===== config.mk =====
export PLATFORM = sky130hd
export DESIGN_NAME = coin_credit_acceptor
export DESIGN_NICKNAME = d
export VERILOG_FILES = /design/src/rtl/coin_credit_acceptor.sv
export SDC_FILE = /design/constraint.sdc
export NUM_CORES = 1
export LEC_CHECK = 0
export BUFFER_PORTS_ARGS = -buffer_cell sky130_fd_sc_hd__buf_2
export CORE_MARGIN = 3
export CORE_UTILIZATION = 55
export DETAILED_ROUTE_END_ITERATION = 6
export PLACE_DENSITY = 0.87
export SLEW_MARGIN = 20
export SYNTH_ARGS = -nofsm -noshare
export SYNTH_HDL_FRONTEND = slang
export SYNTH_SLANG_ARGS = --single-unit

===== constraint.sdc =====
create_clock -name clk -period 3.19 [get_ports clk]
set_input_delay 0.319 -clock clk [delete_from_list [all_inputs] [get_ports clk]]
set_output_delay 0.319 -clock clk [all_outputs]
set_load 0.01 [all_outputs]

===== src/rtl/coin_credit_acceptor.sv =====
`default_nettype none
// ============================================================================
//  Module      : coin_credit_acceptor
//  Description : Upstream credit stage for the vending machine core. It
//                accumulates coin credit with a saturation check, offers a
//                committed amount over a valid/ready handshake, and refunds
//                credit on cancel or, optionally, after an inactivity timeout.
//  Options     : COIN_TIMEOUT_EN - build the COLLECT inactivity timer that
//                auto-refunds after TIMEOUT_CYCLES idle cycles.
//  Revision    : 1.0 - initial release
// ============================================================================
module coin_credit_acceptor #(
  parameter int CREDIT_W       = 7,
  parameter int MAX_CREDIT     = 127,
  parameter int TIMEOUT_CYCLES = 1000,
  parameter int TMR_W          = 10
) (
  input  logic                clk,
  input  logic                rst,
  input  logic                coin_valid,
  input  logic [1:0]          coin_type,
  input  logic                done,
  input  logic                cancel,
  output logic [CREDIT_W-1:0] amount,
  output logic                amount_valid,
  input  logic                amount_ready,
  output logic                coin_reject,
  output logic [CREDIT_W-1:0] refund,
  output logic                refund_valid,
  output logic [CREDIT_W-1:0] credit,
  output logic                busy
);

  typedef enum logic [1:0] {
    S_IDLE    = 2'd0,
    S_COLLECT = 2'd1,
    S_OFFER   = 2'd2,
    S_REFUND  = 2'd3
  } state_t;

  // Saturation limit held one bit wider than credit so the sum never wraps.
  localparam logic [CREDIT_W:0] c_max = (CREDIT_W+1)'(MAX_CREDIT);

  state_t              r_state;
  logic [CREDIT_W-1:0] r_credit;
  logic [CREDIT_W-1:0] r_amount;
  logic                r_amount_valid;
  logic                r_coin_reject;
  logic [CREDIT_W-1:0] r_refund;
  logic                r_refund_valid;
  logic                r_busy;

  logic [CREDIT_W:0]   w_coin_val;
  logic [CREDIT_W:0]   w_sum;
  logic                w_fits;
  logic                w_coin_acc;
  logic [CREDIT_W-1:0] w_post_credit;
  logic                w_timeout;

  // Decode the coin denomination into its credit value.
  always_comb begin
    w_coin_val = '0;
    case (coin_type)
      2'b00:   w_coin_val = (CREDIT_W+1)'(1);
      2'b01:   w_coin_val = (CREDIT_W+1)'(2);
      2'b10:   w_coin_val = (CREDIT_W+1)'(5);
      default: w_coin_val = (CREDIT_W+1)'(10);
    endcase
  end

  assign w_sum         = {1'b0, r_credit} + w_coin_val;
  assign w_fits        = (w_sum <= c_max);
  assign w_coin_acc    = coin_valid && w_fits;
  // Credit as it stands after this cycle's coin, used when done commits it.
  assign w_post_credit = w_coin_acc ? w_sum[CREDIT_W-1:0] : r_credit;

`ifdef COIN_TIMEOUT_EN
  localparam logic [TMR_W-1:0] c_timeout = TMR_W'(TIMEOUT_CYCLES);

  logic [TMR_W-1:0] r_tmr;
  logic [TMR_W-1:0] w_tmr_inc;

  assign w_tmr_inc = r_tmr + TMR_W'(1);
  // Timeout fires on the edge where the idle count reaches TIMEOUT_CYCLES.
  assign w_timeout = (r_state == S_COLLECT) && (w_tmr_inc == c_timeout);

  // Idle counter: runs only in COLLECT, restarts on entry and on each accepted coin.
  always_ff @(posedge clk or negedge rst) begin
    if (!rst) begin
      r_tmr <= '0;
    end else if ((r_state != S_COLLECT) || w_timeout || w_coin_acc) begin
      r_tmr <= '0;
    end else begin
      r_tmr <= w_tmr_inc;
    end
  end
`else
  logic w_unused_cfg;

  assign w_timeout    = 1'b0;
  assign w_unused_cfg = (TIMEOUT_CYCLES != 0) ^ (TMR_W != 0);
`endif

  // Main controller: state, credit and every registered output.
  always_ff @(posedge clk or negedge rst) begin
    if (!rst) begin
      r_state        <= S_IDLE;
      r_credit       <= '0;
      r_amount       <= '0;
      r_amount_valid <= 1'b0;
      r_coin_reject  <= 1'b0;
      r_refund       <= '0;
      r_refund_valid <= 1'b0;
      r_busy         <= 1'b0;
    end else begin
      r_coin_reject  <= 1'b0;
      r_refund_valid <= 1'b0;
      case (r_state)
        S_IDLE: begin
          // done and cancel carry no meaning without credit.
          if (coin_valid) begin
            if (w_fits) begin
              r_credit <= w_sum[CREDIT_W-1:0];
              r_state  <= S_COLLECT;
              r_busy   <= 1'b1;
            end else begin
              r_coin_reject <= 1'b1;
            end
          end
        end
        S_COLLECT: begin
          if (w_timeout) begin
            // Strobes on the timeout cycle are dropped, including coins.
            r_refund       <= r_credit;
            r_refund_valid <= 1'b1;
            r_state        <= S_REFUND;
          end else if (cancel) begin
            // Cancel wins over done; a coin on the same cycle goes back.
            r_refund       <= r_credit;
            r_refund_valid <= 1'b1;
            r_coin_reject  <= coin_valid;
            r_state        <= S_REFUND;
          end else begin
            if (coin_valid) begin
              if (w_fits) begin
                r_credit <= w_sum[CREDIT_W-1:0];
              end else begin
                r_coin_reject <= 1'b1;
              end
            end
            if (done) begin
              r_amount       <= w_post_credit;
              r_amount_valid <= 1'b1;
              r_state        <= S_OFFER;
            end
          end
        end
        S_OFFER: begin
          // Credit is committed: coins bounce and cancel is ignored.
          r_coin_reject <= coin_valid;
          if (amount_ready) begin
            r_credit       <= '0;
            r_amount_valid <= 1'b0;
            r_state        <= S_IDLE;
            r_busy         <= 1'b0;
          end
        end
        S_REFUND: begin
          r_credit <= '0;
          r_refund <= '0;
          r_state  <= S_IDLE;
          r_busy   <= 1'b0;
        end
        default: begin
          r_credit       <= '0;
          r_amount_valid <= 1'b0;
          r_state        <= S_IDLE;
          r_busy         <= 1'b0;
        end
      endcase
    end
  end

  assign amount       = r_amount;
  assign amount_valid = r_amount_valid;
  assign coin_reject  = r_coin_reject;
  assign refund       = r_refund;
  assign refund_valid = r_refund_valid;
  assign credit       = r_credit;
  assign busy         = r_busy;

endmodule
`default_nettype wire


==> flow_summary.json <==
{
  "status": "complete, no violations",
  "die_h_um": 59.0,
  "cp.arrival_ns": 2.46,
  "reg2reg_depth": 6,
  "period_needed_ns": 2.18,
  "tightest_slew_ns": 0.635,
  "grt_max_degree": 28,
  "ys_seq_area_frac": 0.438,
  "yosys_warnings": 0,
  "cts.sinks": 27,
  "placed_area_mm2": 0.00169,
  "synth_commonest_cells": "dfrtp_1 (27), a21oi_1 (18), nand2_1 (14)",
  "use_met3": 0.0548,
  "multi_input_area_um2": 796,
  "grt_pass1_vias": 1263,
  "register_area_um2": 676,
  "portBuffers": 32,
  "tns_ns": 0,
  "dp_hpwl_mm": 2.68,
  "peakVddDrop_v": 0.000651,
  "cp_max_fo": 11,
  "grt_util_all_layers": 0.224,
  "yosys.area.top_type": "dfrtp_1",
  "cts_tree": "yes",
  "power_density_mw_per_mm2": 769,
  "maxCapViolations": 0,
  "cpPeakStageDelay_ns": 0.48,
  "rsz0062_at_grt": "no",
  "total_leakage_power_nw": 0.827,
  "final_area_mm2": 0.00173,
  "synthToLayoutAreaGrowth_pct": 12.3,
  "drive_gt1_frac": 0.223,
  "cp-start-kind": "flop",
  "met2_usage": 0.383,
  "cts_buffer_depth": 2,
  "drc": 0,
  "required_ns": 3.47,
  "finalHoldViolCount": 0,
  "ant_nets": 0,
  "h-tree-depth": 1,
  "fin_ws_ns": 1.01,
  "critical-path-slowest-cell": "dfrtp_1",
  "reg2reg_slack_ns": 1.01,
  "report.final.slew_viol_count": 0,
  "fmax_mhz": 458,
  "synth_top_flop_cell": "dfrtp_1",
  "nNetsFinal": 211,
  "cts_inserted_buffers": 3,
  "ys_ff_latch": 27,
  "ios": 33,
  "synth_cell_type_count": 42,
  "synth.net_count": 182,
  "initial_core_util": 0.601,
  "r2r-end": "credit[1]",
  "core_area_mm2": 0.00257,
  "cts-root-buf": "clkbuf_4",
  "fp.dieArea_mm2": 0.00348,
  "antenna_found_initial": 0,
  "slew_headroom": 0.576,
  "drt-initial-drc-count": 36,
  "min_period_over_period": 0.685,
  "yosys-top-cells-area": "dfrtp_1 (44%), a21oi_1 (5.8%), o21ai_0 (4.2%)",
  "syn_area_per_cell_um2": 9.13,
  "post_drt_via_cell_ratio": 6.11,
  "drt_pre_antenna_iters": 4,
  "crit_family": "compound AO/OA/AOI/OAI gates",
  "syn_inst": 169,
  "routed_wl_mm": 3.65,
  "r2r-start": "credit[3]",
  "setup_violations": 0,
  "synth_top_area_share": 0.438,
  "clock_latency_ns": 0.34,
  "hold_class": "primary input to flop",
  "row_count": 18,
  "skew_ns": 0.0127,
  "holdPathStages": 2,
  "crit_path_end_kind": "flop",
  "use_met1": 0.289,
  "worst-path-buf-inv": 0,
  "worstHoldStart": "amount_ready",
  "diodes": 0,
  "dp_slack_ns": 0.985,
  "path_class": "flop to flop",
  "netlist_area_mm2": 0.00154,
  "grt_pass1_wl_mm": 5.93,
  "overflow": 0,
  "async_flop_share": 1.00,
  "top_usage_layer": "met2",
  "path_clk_slew_ns": 0.16,
  "yosysMostFrequentCell": "dfrtp_1",
  "worstHoldEndpoint": "amount_valid",
  "worstPathCellList": "ha_1, a21o_1, a31oi_2, o21ai_2, nor3_1, a221o_1",
  "finalWeightedCongestion": 0.878,
  "fillers": 230,
  "vias": 1387,
  "die_x_um": 59.0,
  "synth_edf_count": 0,
  "routedWlPerCell_um": 16.1
}
## cells by family after synthesis
group,synth area share
and+or+nand+nor,0.211
AOI/OAI and AO/OA,0.248
DFF,0.438
buffers and inverters,0.0462
adders and majority gates,0.0454
xor gates and xnor gates,0.0114
## sequential cells by signal, indices dropped and copies added (netlist names)
| register | cells |
|---|---|
| amount | 7 |
| credit | 7 |
| refund | 7 |
| r_state | 2 |
| amount_valid | 1 |
| busy | 1 |
| coin_reject | 1 |
| refund_valid | 1 |
## how the worst max path moves through the flow
stage / from / endpoint / slack (ns) / depth (start not counted)
finish: credit[3] / credit[1] / 1.01 / 6
global placement: coin_type[1] / credit[1] / 1.09 / 8
global route: credit[3] / credit[1] / 0.86 / 6
floorplan: credit[0] / credit[6] / 1.29 / 8
detailed placement: coin_type[0] / credit[3] / 0.98 / 8
CTS: credit[3] / credit[1] / 1.02 / 6
## layout make-up
| cell class | count | share of cell area |
|---|---|---|
| clock buffer | 3 | 0.0130 |
| clock inverter | 1 | 0.00505 |
| inverter | 6 | 0.0130 |
| multi-input combinational | 127 | 0.459 |
| sequential | 27 | 0.390 |
| tap | 30 | 0.0217 |
| timing repair buffer | 33 | 0.0982 |
## layer usage
metal  part of all wire  up-vias
li1                   -      663
met1               0.41      641
met2               0.50       77
met3              0.082        6
met4              0.013        0
met5                  0        -
## stage by stage
| step | power [mW] | cells | utilization | hold slack, ns |
|---|---|---|---|---|
| 3_3_place_gp | 1.15 | 222 | 0.659 | 0.345 |
| 4_1_cts | 1.34 | 227 | 0.675 | 0.165 |
| 3_5_place_dp | 1.18 | 222 | 0.659 | 0.359 |
| 6_report | 1.33 | 227 | 0.675 | 0.174 |
| 2_1_floorplan | 0.975 | 169 | - | 0.0234 |
| 5_1_grt | 1.44 | 227 | 0.675 | 0.162 |
## power by group
part | internal (mW) | total, mW | switching (mW)
logic | 0.246 | 0.592 | 0.346
clock network | 0.0512 | 0.159 | 0.107
registers | 0.454 | 0.583 | 0.129
## cells in the final DEF, fill, tap and decap left out, drive strengths merged
master | netlist | layout
nor2b | 10 | 10
a21oi | 18 | 18
and3 | 5 | 5
nand4 | 1 | 1
clkbuf | 3 | 3
and4 | 1 | 1
a31oi | 2 | 2
o21a | 2 | 2
o311ai | 1 | 1
nand2b | 3 | 3
ha | 4 | 4
a21o | 2 | 2
or3 | 1 | 1
o31a | 1 | 1
fa | 1 | 1
inv | 6 | 7
xnor2 | 2 | 2
and2 | 3 | 3
a31o | 1 | 1
o21ai | 17 | 17
a221o | 1 | 1
nor2 | 12 | 12
dfrtp | 27 | 27
o2bb2ai | 6 | 6
nand3 | 9 | 9
nor3 | 4 | 4
dlygate4sd3 | 0 | 1
a22oi | 2 | 2
o31ai | 1 | 1
a311oi | 1 | 1
o211ai | 2 | 2
buf | 6 | 32
nand2 | 14 | 14
## timing repair
action,CTS,global route
buffers inserted,0,0
gates resized for setup,0,0
endpoints found under the hold margin,27,0
hold buffers,1,0
(Power assumes the default switching activity.)
